==> config.mk <==
export PLATFORM = sky130hd
export DESIGN_NAME = instr_fetch_flat
export DESIGN_NICKNAME = d
export VERILOG_FILES = /design/src/rtl/instr_fetch_if.sv /design/src/rtl/instr_fetch.sv /design/src/flat_wrapper.sv
export SDC_FILE = /design/constraint.sdc
export NUM_CORES = 1
export LEC_CHECK = 0
export CAP_MARGIN = 20
export CORE_MARGIN = 4
export CORE_UTILIZATION = 40
export CTS_CLUSTER_DIAMETER = 80
export DETAILED_ROUTE_END_ITERATION = 6
export GPL_ROUTABILITY_DRIVEN = 0
export PLACE_DENSITY = 0.69
export SETUP_SLACK_MARGIN = 0.3
export SYNTH_ARGS = -nofsm -noshare
export SYNTH_HDL_FRONTEND = slang
export SYNTH_SLANG_ARGS = --single-unit
==> constraint.sdc <==
create_clock -name clk -period 5.1 [get_ports clk]
set_clock_uncertainty 0.1 [all_clocks]
set_input_delay 1.02 -clock clk [delete_from_list [all_inputs] [get_ports clk]]
set_output_delay 1.02 -clock clk [all_outputs]
set_load 0.02 [all_outputs]
==> src/rtl/instr_fetch_if.sv <==
// Fetch-unit bundle: instruction-memory handshake, decode handshake and
// the decode/redirect side-band the fetch unit consumes.
interface instr_fetch_if #(parameter int CNT_W = 32);
  logic             imem_req;
  logic [31:0]      imem_addr;
  logic             imem_ready;
  logic [31:0]      imem_rdata;
  logic [31:0]      instruction;
  logic             instr_valid;
  logic             instr_ready;
  logic             is_jump;
  logic             is_branch;
  logic             branch_taken;
  logic [25:0]      addr26;
  logic [15:0]      imm16;
  logic             flush;
  logic [31:0]      flush_pc;
  logic [31:0]      pc;
  logic [CNT_W-1:0] instr_count;

  modport master (
    output imem_req, imem_addr, instruction, instr_valid, pc, instr_count,
    input  imem_ready, imem_rdata, instr_ready, is_jump, is_branch,
           branch_taken, addr26, imm16, flush, flush_pc
  );

  modport slave (
    input  imem_req, imem_addr, instruction, instr_valid, pc, instr_count,
    output imem_ready, imem_rdata, instr_ready, is_jump, is_branch,
           branch_taken, addr26, imm16, flush, flush_pc
  );
endinterface

==> src/rtl/instr_fetch.sv <==
// Instruction fetch for the single-cycle MIPS core: IDLE -> FETCH -> HOLD loop,
// next-PC from decode's jump/branch results, flush/redirect with deferred apply.
module instr_fetch #(
  parameter logic [31:0] RESET_PC = 32'h0000_0000,
  parameter int          CNT_W    = 32
) (
  input  logic          clk,
  input  logic          reset,
  instr_fetch_if.master bus
);

  typedef enum logic [1:0] {IDLE, FETCH, HOLD} state_t;

  state_t           state_q, state_d;
  logic [31:0]      pc_q, pc_d;
  logic [31:0]      instr_q, instr_d;
  logic [CNT_W-1:0] cnt_q, cnt_d;
  logic             fpend_q, fpend_d;
  logic [31:0]      fpc_q, fpc_d;

  logic [31:0] pc4, jump_tgt, br_off, next_pc;

  assign pc4      = pc_q + 32'd4;
  assign jump_tgt = {pc4[31:28], bus.addr26, 2'b00};
  assign br_off   = {{14{bus.imm16[15]}}, bus.imm16, 2'b00};

  always_comb begin
    next_pc = pc4;
    if (bus.is_jump)                         next_pc = jump_tgt;
    else if (bus.is_branch && bus.branch_taken) next_pc = pc4 + br_off;
  end

  always_ff @(posedge clk or posedge reset) begin
    if (reset) begin
      state_q <= IDLE;
      pc_q    <= RESET_PC;
      instr_q <= '0;
      cnt_q   <= '0;
      fpend_q <= 1'b0;
      fpc_q   <= '0;
    end else begin
      state_q <= state_d;
      pc_q    <= pc_d;
      instr_q <= instr_d;
      cnt_q   <= cnt_d;
      fpend_q <= fpend_d;
      fpc_q   <= fpc_d;
    end
  end

  always_comb begin
    state_d = state_q;
    pc_d    = pc_q;
    instr_d = instr_q;
    cnt_d   = cnt_q;
    fpend_d = fpend_q;
    fpc_d   = fpc_q;
    unique case (state_q)
      IDLE: begin
        if (bus.flush) pc_d = bus.flush_pc;
        state_d = FETCH;
      end
      FETCH: begin
        // A request in flight must complete; a flush arriving mid-request is
        // parked and applied when the (discarded) response lands.
        if (bus.imem_ready) begin
          if (bus.flush) begin
            pc_d    = bus.flush_pc;
            fpend_d = 1'b0;
          end else if (fpend_q) begin
            pc_d    = fpc_q;
            fpend_d = 1'b0;
          end else begin
            instr_d = bus.imem_rdata;
            state_d = HOLD;
          end
        end else if (bus.flush) begin
          fpend_d = 1'b1;
          fpc_d   = bus.flush_pc;
        end
      end
      HOLD: begin
        if (bus.flush) begin
          pc_d    = bus.flush_pc;
          state_d = FETCH;
        end else if (bus.instr_ready) begin
          cnt_d   = cnt_q + CNT_W'(1);
          pc_d    = next_pc;
          state_d = FETCH;
        end
      end
      default: state_d = IDLE;
    endcase
  end

  assign bus.imem_req    = (state_q == FETCH);
  assign bus.imem_addr   = pc_q;
  assign bus.instruction = instr_q;
  assign bus.instr_valid = (state_q == HOLD);
  assign bus.pc          = pc_q;
  assign bus.instr_count = cnt_q;

endmodule

==> src/flat_wrapper.sv <==
// flat-port wrapper written by rule: the top's interface ports become plain ports
module instr_fetch_flat 
#(
  parameter logic [31:0] RESET_PC = 32'h0000_0000,
  parameter int          CNT_W    = 32
)
  (clk, reset, bus_imem_req, bus_imem_addr, bus_instruction, bus_instr_valid, bus_pc, bus_instr_count, bus_imem_ready, bus_imem_rdata, bus_instr_ready, bus_is_jump, bus_is_branch, bus_branch_taken, bus_addr26, bus_imm16, bus_flush, bus_flush_pc);
  instr_fetch_if #(.CNT_W(CNT_W)) bus_i ();
  input  logic clk;
  input  logic reset;
  output wire logic [$bits(bus_i.imem_req)-1:0] bus_imem_req;
  output wire logic [$bits(bus_i.imem_addr)-1:0] bus_imem_addr;
  output wire logic [$bits(bus_i.instruction)-1:0] bus_instruction;
  output wire logic [$bits(bus_i.instr_valid)-1:0] bus_instr_valid;
  output wire logic [$bits(bus_i.pc)-1:0] bus_pc;
  output wire logic [$bits(bus_i.instr_count)-1:0] bus_instr_count;
  input wire logic [$bits(bus_i.imem_ready)-1:0] bus_imem_ready;
  input wire logic [$bits(bus_i.imem_rdata)-1:0] bus_imem_rdata;
  input wire logic [$bits(bus_i.instr_ready)-1:0] bus_instr_ready;
  input wire logic [$bits(bus_i.is_jump)-1:0] bus_is_jump;
  input wire logic [$bits(bus_i.is_branch)-1:0] bus_is_branch;
  input wire logic [$bits(bus_i.branch_taken)-1:0] bus_branch_taken;
  input wire logic [$bits(bus_i.addr26)-1:0] bus_addr26;
  input wire logic [$bits(bus_i.imm16)-1:0] bus_imm16;
  input wire logic [$bits(bus_i.flush)-1:0] bus_flush;
  input wire logic [$bits(bus_i.flush_pc)-1:0] bus_flush_pc;
  assign bus_imem_req = bus_i.imem_req;
  assign bus_imem_addr = bus_i.imem_addr;
  assign bus_instruction = bus_i.instruction;
  assign bus_instr_valid = bus_i.instr_valid;
  assign bus_pc = bus_i.pc;
  assign bus_instr_count = bus_i.instr_count;
  assign bus_i.imem_ready = bus_imem_ready;
  assign bus_i.imem_rdata = bus_imem_rdata;
  assign bus_i.instr_ready = bus_instr_ready;
  assign bus_i.is_jump = bus_is_jump;
  assign bus_i.is_branch = bus_is_branch;
  assign bus_i.branch_taken = bus_branch_taken;
  assign bus_i.addr26 = bus_addr26;
  assign bus_i.imm16 = bus_imm16;
  assign bus_i.flush = bus_flush;
  assign bus_i.flush_pc = bus_flush_pc;
  instr_fetch #(.RESET_PC(RESET_PC), .CNT_W(CNT_W)) u_core (.clk(clk), .reset(reset), .bus(bus_i));
endmodule
# After elaboration in Yosys (flattened, before gate mapping)
# Index checks and enable logic that the tools add are counted.
# word_totals
elab_cells	47
in_bits	114
regBits	131
# op_classes
n_mux	17
bitwise_logic	3
addsub	3
eq_ne	8
reduce_logical	10
# op_table
op	count
$mux W32	8
$pmux W32 S3	1
$add A32 B1 Y32 const B	1
$add A32 B3 Y32 const B	1
$add A32 B32 Y32	1
$mux W2	5
$reduce_and A4 Y1	2
$ne A2 B2 Y1 const B	3
$ne A3 B1 Y1 const B	2
$pmux W2 S3	1
$reduce_and A3 Y1	2
$reduce_and A5 Y1	1
$not A1 Y1	3
$reduce_bool A3 Y1	1
$eq A2 B1 Y1 const B	1
$eq A2 B2 Y1 const B	1
$logic_not A2 Y1	1
$mux W1	2
$ne A2 B1 Y1 const B	1
$reduce_and A2 Y1	1
$reduce_bool A2 Y1	1
$logic_and A1 B1 Y1	1

# Logic depth before layout (Yosys ltp)
# Gate-level depths: netlist of run 1.
# logic_depth
ltp_word	7
mapped_depth	15

# Worst setup path after synthesis of run 1
# No wires, ideal clock.
# synth_path
kind	reg-to-reg
startpoint	register u_core.pc_q[4], in the netlist u_core.bus.imem_addr[4]
endpoint	register u_core.pc_q[27], in the netlist u_core.bus.imem_addr[27]
setup_ps	66
stages_incl_launch_ff	14
slack_ps	1490
arrival_ps	3445
period_less_slack_ps	3610
path_cell_list	dfrtp_1 -> nand3_1 -> nor3b_4 -> nand3_1 -> xnor2_1 -> ha_1 -> a21o_1 -> a21o_1 -> a2111oi_4 -> nor2_1 -> o31a_1 -> mux2_4 -> o41ai_2 -> mux2_2
# synth_between
elab_chain_len	7
# synth_lines
element	line	rtl
start: declaration	instr_fetch.sv:15	logic [31:0] pc_q, pc_d;
start signal: assignment	instr_fetch.sv:43	pc_q <= pc_d;
$add A32 B3 Y32 (*)	instr_fetch.sv:23	assign pc4 = pc_q + 32'd4;
$add A32 B32 Y32	instr_fetch.sv:30	else if (bus.is_branch && bus.branch_taken) next_pc = pc4 + br_off;
$mux W32 (*)	instr_fetch.sv:30	
$mux W32 (*)	instr_fetch.sv:29	if (bus.is_jump) next_pc = jump_tgt;
$mux W32 (*)	instr_fetch.sv:86	end else if (bus.instr_ready) begin
$mux W32 (*)	instr_fetch.sv:83	if (bus.flush) begin
$pmux W32 S3 (*)	instr_fetch.sv:58	unique case (state_q)
# Mark *: on every way between the ends. The rest lies on a longest branch, timed or not. The select of a mux whose other input is x is not followed.
# A chain may end at the register's enable or synchronous reset.

# Final worst setup path of run 1
# layout_path
startpoint	register u_core.pc_q[10], in the netlist u_core.bus.imem_addr[10]
endpoint	register u_core.pc_q[27], in the netlist u_core.bus.imem_addr[27]
# The elaborated chain is that of the path after synthesis.

==> summary.txt, run 1 <==
STA
  • Hold WS: 380 ps
  • Max-slew violations: 0
  • Achievable clock frequency: 0.251 GHz
  • RSZ-0062 raised after global routing: no
  • Worst slew pin tran: 843 ps
  • Setup_tns: 0 ps
  • Worst relative slew slack: 0.438
  • Crit share post-route: 0.783
  • Crit path time final: 3990 ps
  • Final setup vio count: 0
  • Hold Vio Cnt, Final: 0

Run
  • Max_cap viols: 0

Clock tree
  • Resize count post-CTS: 0
  • Post-CTS setup buffers: 0
  • Clock sink count: 131
  • CTS Root Cell: clkbuf_16
  • Maximum buffer depth of the clock tree: 2
  • Clock Latency Late Sink: 410 ps
  • Clock Pin Slew Worst Setup and Hold Paths: 60 ps
  • Num CTS Buffers: 17
  • H-tree levels: 4
  • CTS tree: built
  • Hold buffers post-CTS: 0

Synth
  • Mapped Nets: 1102
  • Post-synth cell types: 71
  • Warnings, synthesis: 0
  • FFs w/ async S/R, synth: 1.00
  • Post-synthesis cell area: 8820 um2
  • Area share of the largest cell type after synthesis: 0.372
  • Post-synth EDFFs: 0
  • Cell taking the most area after synthesis: dfrtp_1
  • Syn Inst Count: 945
  • Synthesized area per cell: 9.33 um2
  • Sequential cell area fraction in the yosys report: 0.372
  • Flops & latches, synth: 131
  • Synth area leaders: dfrtp_1 37%, mux2_2 8.4%, ha_1 6.0%, xnor2_1 4.9%, nand2_1 3.7%
  • Primary FF master, synth: dfrtp_1

Layout
  • Post-Layout Inst Area: 11900 um2
  • Area of the multi-input gates: 5070 um2
  • Final nets: 1303
  • Final Util: 0.548
  • Fill cell count: 1961
  • Layout cells sized above 1: 0.107
  • Area grow syn2layout: 35.3%
  • Register area: 3280 um2
  • Finished Layout Cells: 1439

Floorplan
  • Initial core utilization: 0.405
  • Die footprint: 24500 um2
  • Placeable Area: 21800 um2
  • Die height: 156 um
  • Ports: 244
  • # rows: 54
  • Die width: 156 um

Worst setup path
  • CP max FO: 8
  • Cell mode on critical path: and4_1
  • Worst setup EP type: register
  • Worst Path Arrival: 4240 ps
  • Max stage delay on crit path: 500 ps
  • R2r setup slk: 1110 ps
  • Critical path required time: 5350 ps
  • Crit Path Class: register to register
  • CP Launch Type: register
  • CP cell instances: and4_1 > and2_0 > nand2_1 > xnor2_1 > ha_1 > and4_1 > nand4_1 > o21ai_1 > o21bai_1 > o31a_1 > mux2_4 > o41ai_2 > mux2_2
  • Slowest-stage cell, CP: dfrtp_1

Pwr
  • Worst vdd ir: 0.000334 V
  • Pwr per Cell Area: 633 nW/um2
  • P_leak: 5.05 nW

Global routing
  • Largest net degree at the start of global routing: 80
  • Grt ovf: 0
  • Number of global-route vias before repair: 8030
  • Overall routing resource usage: 0.222
  • Antenna violations before repair: 5
  • First-pass GRT wire length: 43600 um

Placed design
  • Placed Cells incl. Taps: 1407
  • HPWL Detailed: 20700 um
  • Total placed instance area: 11300 um2
  • IO Port Bufs: 243

Route
  • Router iterations before antenna repair: 5
  • Total wire length: 27500 um
  • Routed length per placed instance: 19.1 um
  • DRT iter0 DRCs: 469
  • Remaining routing DRC violations: 0
  • Total number of vias: 8086
  • Number of vias per cell: 5.62
  • Routed Antenna Nets: 0

Worst hold path
  • Worst hold path class: register to register

Outcome
  • Status: finished, final reports clean
==> final timing paths <==
check | cells after the start | from | end
worst max-delay path | 13 | u_core.bus.imem_addr[10] | u_core.bus.imem_addr[27]
worst min-delay path | 1 | u_core.bus.instr_count[31] | u_core.bus.instr_count[31]
worst max register to register | 13 | u_core.bus.imem_addr[10] | u_core.bus.imem_addr[27]
worst min register to register | 1 | u_core.bus.instr_count[31] | u_core.bus.instr_count[31]
max in group asynchronous | 3 | reset | u_core.bus.instr_count[17]
min in group asynchronous | 2 | reset | u_core.bus.instruction[12]
==> layout make-up <==
| type | count | area share |
|---|---|---|
| Antenna cell | 1 | 0.000210 |
| Clock buffer | 19 | 0.0371 |
| Clock inverter | 12 | 0.0132 |
| Inverter | 22 | 0.00713 |
| Multi-Input combinational cell | 718 | 0.425 |
| Sequential cell | 131 | 0.275 |
| Tap cell | 280 | 0.0294 |
| Timing Repair Buffer | 256 | 0.213 |
==> cells in the mapped netlist, drive strengths merged (22+ instances only) <==
cell,count
buf,40
xnor2,50
inv,22
nor2,65
mux2,67
o21ai,49
nand2,88
dfrtp,131
and3,22
xor2,28
clkbuf,34
nand3,27
ha,42
a21oi,63
==> flip-flops by register name, summed over array words and instances (netlist names) <==
| signal | flops |
|---|---|
| u_core.fpend_q | 1 |
| u_core.state_q | 2 |
| u_core.fpc_q | 32 |
| u_core.bus.imem_addr | 32 |
| u_core.bus.instr_count | 32 |
| u_core.bus.instruction | 32 |
==> report_power, final <==
| group | leakage [nW] | switching, W | total, W | internal, W |
|---|---|---|---|---|
| sequential | 1.63 | 0.000412 | 0.00188 | 0.00146 |
| combinational | 3.14 | 0.00245 | 0.00442 | 0.00197 |
| clock | 0.285 | 0.000469 | 0.00125 | 0.000781 |
| total | 5.05 | 0.00333 | 0.00755 | 0.00422 |
==> cell usage in the layout, fill, tap and decap left out, drive strengths merged, types with 22 or more instances in the layout <==
| cell | synthesis | layout |
|---|---|---|
| nand3 | 27 | 27 |
| xor2 | 28 | 28 |
| o21ai | 49 | 49 |
| a21oi | 63 | 63 |
| and3 | 22 | 22 |
| mux2 | 67 | 67 |
| xnor2 | 50 | 50 |
| inv | 22 | 23 |
| ha | 42 | 42 |
| nand2 | 88 | 88 |
| clkdlybuf4s50 | 0 | 243 |
| nor2 | 65 | 65 |
| dfrtp | 131 | 131 |
==> per-layer routing <==
layer / track usage / vias up / wire length, um
met5: 0 / - / 58
met4: 0.0529 / 8 / 484
met3: 0.0675 / 39 / 2500
met2: 0.351 / 335 / 12600
met1: 0.301 / 3882 / 11900
li1: - / 3822 / -
==> logic make-up after synthesis <==
logic type               count (synthesis)  share of synthesized area
buffers and inverters                   96                     0.0546
flip-flops                             131                      0.372
XOR/XNOR                                78                     0.0783
AND/OR/NAND/NOR                        284                      0.157
AO/OA/AOI/OAI                          243                      0.187
multiplexers                            70                     0.0894
adder cells (fa/ha/maj)                 43                     0.0619
==> critical path, delay by kind of cell, from the launching register on <==
kind / cells / cell delay (ps)
and+or+nand+nor: 5 / 1250
AOI/OAI and AO/OA: 4 / 930
muxes: 2 / 520
DFF: 1 / 500
adders and majority gates: 1 / 440
xor gates and xnor gates: 1 / 190
==> stage by stage <==
stage	setup slack (ps)	power, W
2_1_floorplan	482	0.00477
3_3_place_gp	1050	0.00620
4_1_cts	1140	0.00755
5_1_grt	869	0.00805
3_5_place_dp	965	0.00625
6_report	1110	0.00755
(Power assumes the default switching activity.)
==> run 2, diff against run 1 <==
--- a/config.mk
+++ b/config.mk
@@ -11,7 +11,7 @@
 export CTS_CLUSTER_DIAMETER = 80
 export DETAILED_ROUTE_END_ITERATION = 6
 export GPL_ROUTABILITY_DRIVEN = 0
-export PLACE_DENSITY = 0.69
+export PLACE_DENSITY = 0.71
 export SETUP_SLACK_MARGIN = 0.3
 export SYNTH_ARGS = -nofsm -noshare
 export SYNTH_HDL_FRONTEND = slang
==> constraint.sdc (replaced) <==
create_clock -name clk -period 3.41 [get_ports clk]
set_clock_uncertainty 0.1 [all_clocks]
set_input_delay 0.682 -clock clk [delete_from_list [all_inputs] [get_ports clk]]
set_output_delay 0.682 -clock clk [all_outputs]
set_load 0.02 [all_outputs]
==> run 2 against run 1 <==
  * Combinational power increased by 84%
  * Global-route usage increased by 1.1 points
  * First-iteration DRC count increased by 5.5%
  * Count of clock-buffer cells in the layout decreased by 1
  * Total power increased by 67%
  * Register-to-register slack got worse by 1100 ps
  * Sequential share of layout area decreased by 2.7 points
  * Fmax increased by 18%
  * Final cell count increased by 6.9%
  * Worst hold slack improved by 4.1 ps
  * Clock power increased by 46%
  * Via count increased by 6.0%
==> summary.txt, run 2 (synthesis gave the netlist of run 1 again) <==
Outcome
  • Status: finished, final reports clean

Worst setup path
  • Slowest-stage cell, CP: dfrtp_2
  • Crit path max-delay family: compound AO/OA/AOI/OAI gates
  • Crit Path Class: register to register
  • Worst setup EP type: register
  • Critical path required time: 3670 ps (-1680 ps)
  • CP max FO: 5 (-3)
  • Worst setup path startpoint: u_core.bus.imem_addr[3]
  • CP Launch Type: register
  • CP cell instances: ha_2 > and3_2 > nand2_2 > xnor2_2 > ha_1 > and4_4 > nand4_1 > o21ai_1 > o21bai_4 > o31a_1 > mux2_4 > o41ai_2 > mux2_4
  • Cell mode on critical path: mux2_4
  • Max stage delay on crit path: 400 ps (-100 ps)
  • Worst Path Arrival: 3640 ps (-600 ps)
  • RR Startpoint: u_core.bus.imem_addr[3]
  • CP bufs+invs: 0 (unchanged)

Global routing
  • Grt ovf: 0 (unchanged)
  • Overall routing resource usage: 0.233 (+0.0112)
  • Number of global-route vias before repair: 8652 (+7.7%)
  • Met2 Usage GRT: 0.364 (+0.0131)
  • GRT busiest layer: met2
  • Antenna violations before repair: 6 (+1)
  • GRT met1 Usage: 0.305 (+0.00468)
  • Largest net degree at the start of global routing: 77 (-3.8%)
  • First-pass GRT wire length: 45600 um (+4.4%)
  • GR Layer Usage met3: 0.0763 (+0.00885)

Clock tree
  • CTS Root Cell: clkbuf_16
  • Clock Pin Slew Worst Setup and Hold Paths: 60 ps (about the same)
  • Clock Latency Late Sink: 420 ps (about the same)
  • Clock sink count: 131 (unchanged)
  • Num CTS Buffers: 17 (unchanged)
  • Hold buffers post-CTS: 0 (unchanged)
  • Maximum buffer depth of the clock tree: 2 (unchanged)
  • H-tree levels: 4 (unchanged)
  • CTS tree: built

Placed design
  • IO Port Bufs: 243 (unchanged)
  • Post-Place Worst Slack: -322 ps (-1290 ps)
  • Total placed instance area: 12000 um2 (+6.2%)
  • HPWL Detailed: 21700 um (+4.4%)

Floorplan
  • Die width: 156 um (unchanged)
  • # rows: 54 (unchanged)
  • Die footprint: 24500 um2 (unchanged)
  • Placeable Area: 21800 um2 (unchanged)
  • Ports: 244 (unchanged)
  • Die height: 156 um (unchanged)
  • Initial core utilization: 0.405 (unchanged)

Layout
  • Final Util: 0.611 (+0.0629)
  • Post-Layout Inst Area: 13300 um2 (+11%)
  • Commonest non-fill, non-tap cells in the layout: 243 x clkdlybuf4s50_1, 116 x dfrtp_1, 103 x buf_4
  • Area grow syn2layout: 50.8%
  • Final nets: 1399 (+7.4%)
  • Fill cell count: 1800 (-8.2%)
  • Layout cells sized above 1: 0.260 (+0.153)
  • Most common cell after layout, fill and taps aside: clkdlybuf4s50_1
  • Area of the multi-input gates: 5670 um2 (+12%)
  • Register area: 3300 um2 (+0.57%)

STA
  • Worst slew pin tran: 798 ps (-44.9 ps)
  • RSZ-0062 raised after global routing: yes
  • Crit share post-route: 0.992 (+0.209)
  • Max-slew violations: 0 (unchanged)
  • Achievable clock frequency: 0.296 GHz (+18%)
  • Final setup vio count: 0 (unchanged)
  • Hold Vio Cnt, Final: 0 (unchanged)
  • Final WS setup: 27.8 ps (-1080 ps)
  • Crit path time final: 3380 ps (-610 ps)
  • Worst relative slew slack: 0.468 (+0.0300)

Route
  • Routed Antenna Nets: 0 (unchanged)
  • Total number of vias: 8572 (+6.0%)
  • Remaining routing DRC violations: 0 (unchanged)
  • DRT iter0 DRCs: 495 (+5.5%)
  • Number of vias per cell: 5.57 (-0.81%)
  • Total wire length: 29100 um (+5.9%)
  • Router iterations before antenna repair: 5 (unchanged)
  • Routed length per placed instance: 19.0 um (-0.93%)

Worst hold path
  • Worst hold path class: register to register
  • Hold_sp: u_core.bus.instr_count[7]

Run
  • Max_cap viols: 0 (unchanged)

Pwr
  • P_leak: 5.65 nW (+12%)
  • Worst vdd ir: 0.000477 V (+43%)
  • Pwr per Cell Area: 948 nW/um2 (+50%)
-- run 2: cell count changes in the layout (fill, tap and decap cells not counted), sizes merged --
cell      before  now
clkbuf        19   18
inv           23   25
clkinvlp       3    5
buf           13  109
diode          1    3
bufinv         3    2
clkinv         5    4
-- run 2: area by class of cell --
class | instances | area share
diodes | 3 | 0.000565
clock inverters | 14 | 0.0115
inverters | 22 | 0.00649
clock buffers | 18 | 0.0323
repair buffers | 352 | 0.248
multi-input cells | 718 | 0.427
well taps | 280 | 0.0264
flip-flops and latches | 131 | 0.248
-- run 2: per-layer routing --
metal / up-vias / wire [um]
li1: 4019 / -
met1: 4117 / 12300
met2: 363 / 13400
met3: 67 / 2570
met4: 6 / 886
met5: - / 31
-- run 2: worst reg2reg max path: cells and delay by family, from the launching register on --
| family | cells | cell delay, ps |
|---|---|---|
| adder cells (fa/ha/maj) | 2 | 610 |
| AND/OR/NAND/NOR | 4 | 760 |
| AO/OA/AOI/OAI | 4 | 810 |
| XOR/XNOR | 1 | 150 |
| flip-flops | 1 | 400 |
| multiplexers | 2 | 500 |
-- run 2: final timing paths --
path / end / slack (ps) / cells after the start
setup / recovery: u_core.bus.imem_addr[27] / 30 / 13
hold / removal: u_core.bus.instr_count[7] / 380 / 1
setup reg to reg: u_core.bus.imem_addr[27] / 30 / 13
hold reg to reg: u_core.bus.instr_count[7] / 380 / 1
max in group asynchronous: u_core.fpc_q[27] / 2200 / 3
min in group asynchronous: u_core.bus.instruction[3] / 620 / 3
-- run 2: report_power, final --
group | leakage [nW] | switching (W) | total (W) | internal (W)
combinational | 3.76 | 0.00429 | 0.00812 | 0.00383
sequential | 1.61 | 0.000463 | 0.00267 | 0.00220
clock | 0.274 | 0.000741 | 0.00182 | 0.00108
-- run 2: timing repair --
action | CTS | global route
endpoints found under the setup margin | 16 | 24
buffers inserted | 11 | 6
pin swaps | 38 | 13
gates resized for setup | 58 | 48
gates cloned | 0 | 0
-- run 2: per-stage QoR --
stage	instances	setup TNS (ps)	hold WS, ps	total power (W)
after floorplan	945	0	374	0.00722
after global placement	1486	-1500	364	0.00990
after detailed placement	1486	-2480	377	0.0100
after CTS	1529	0	389	0.0122
after global routing	1538	-686	405	0.0134
final	1538	0	385	0.0126
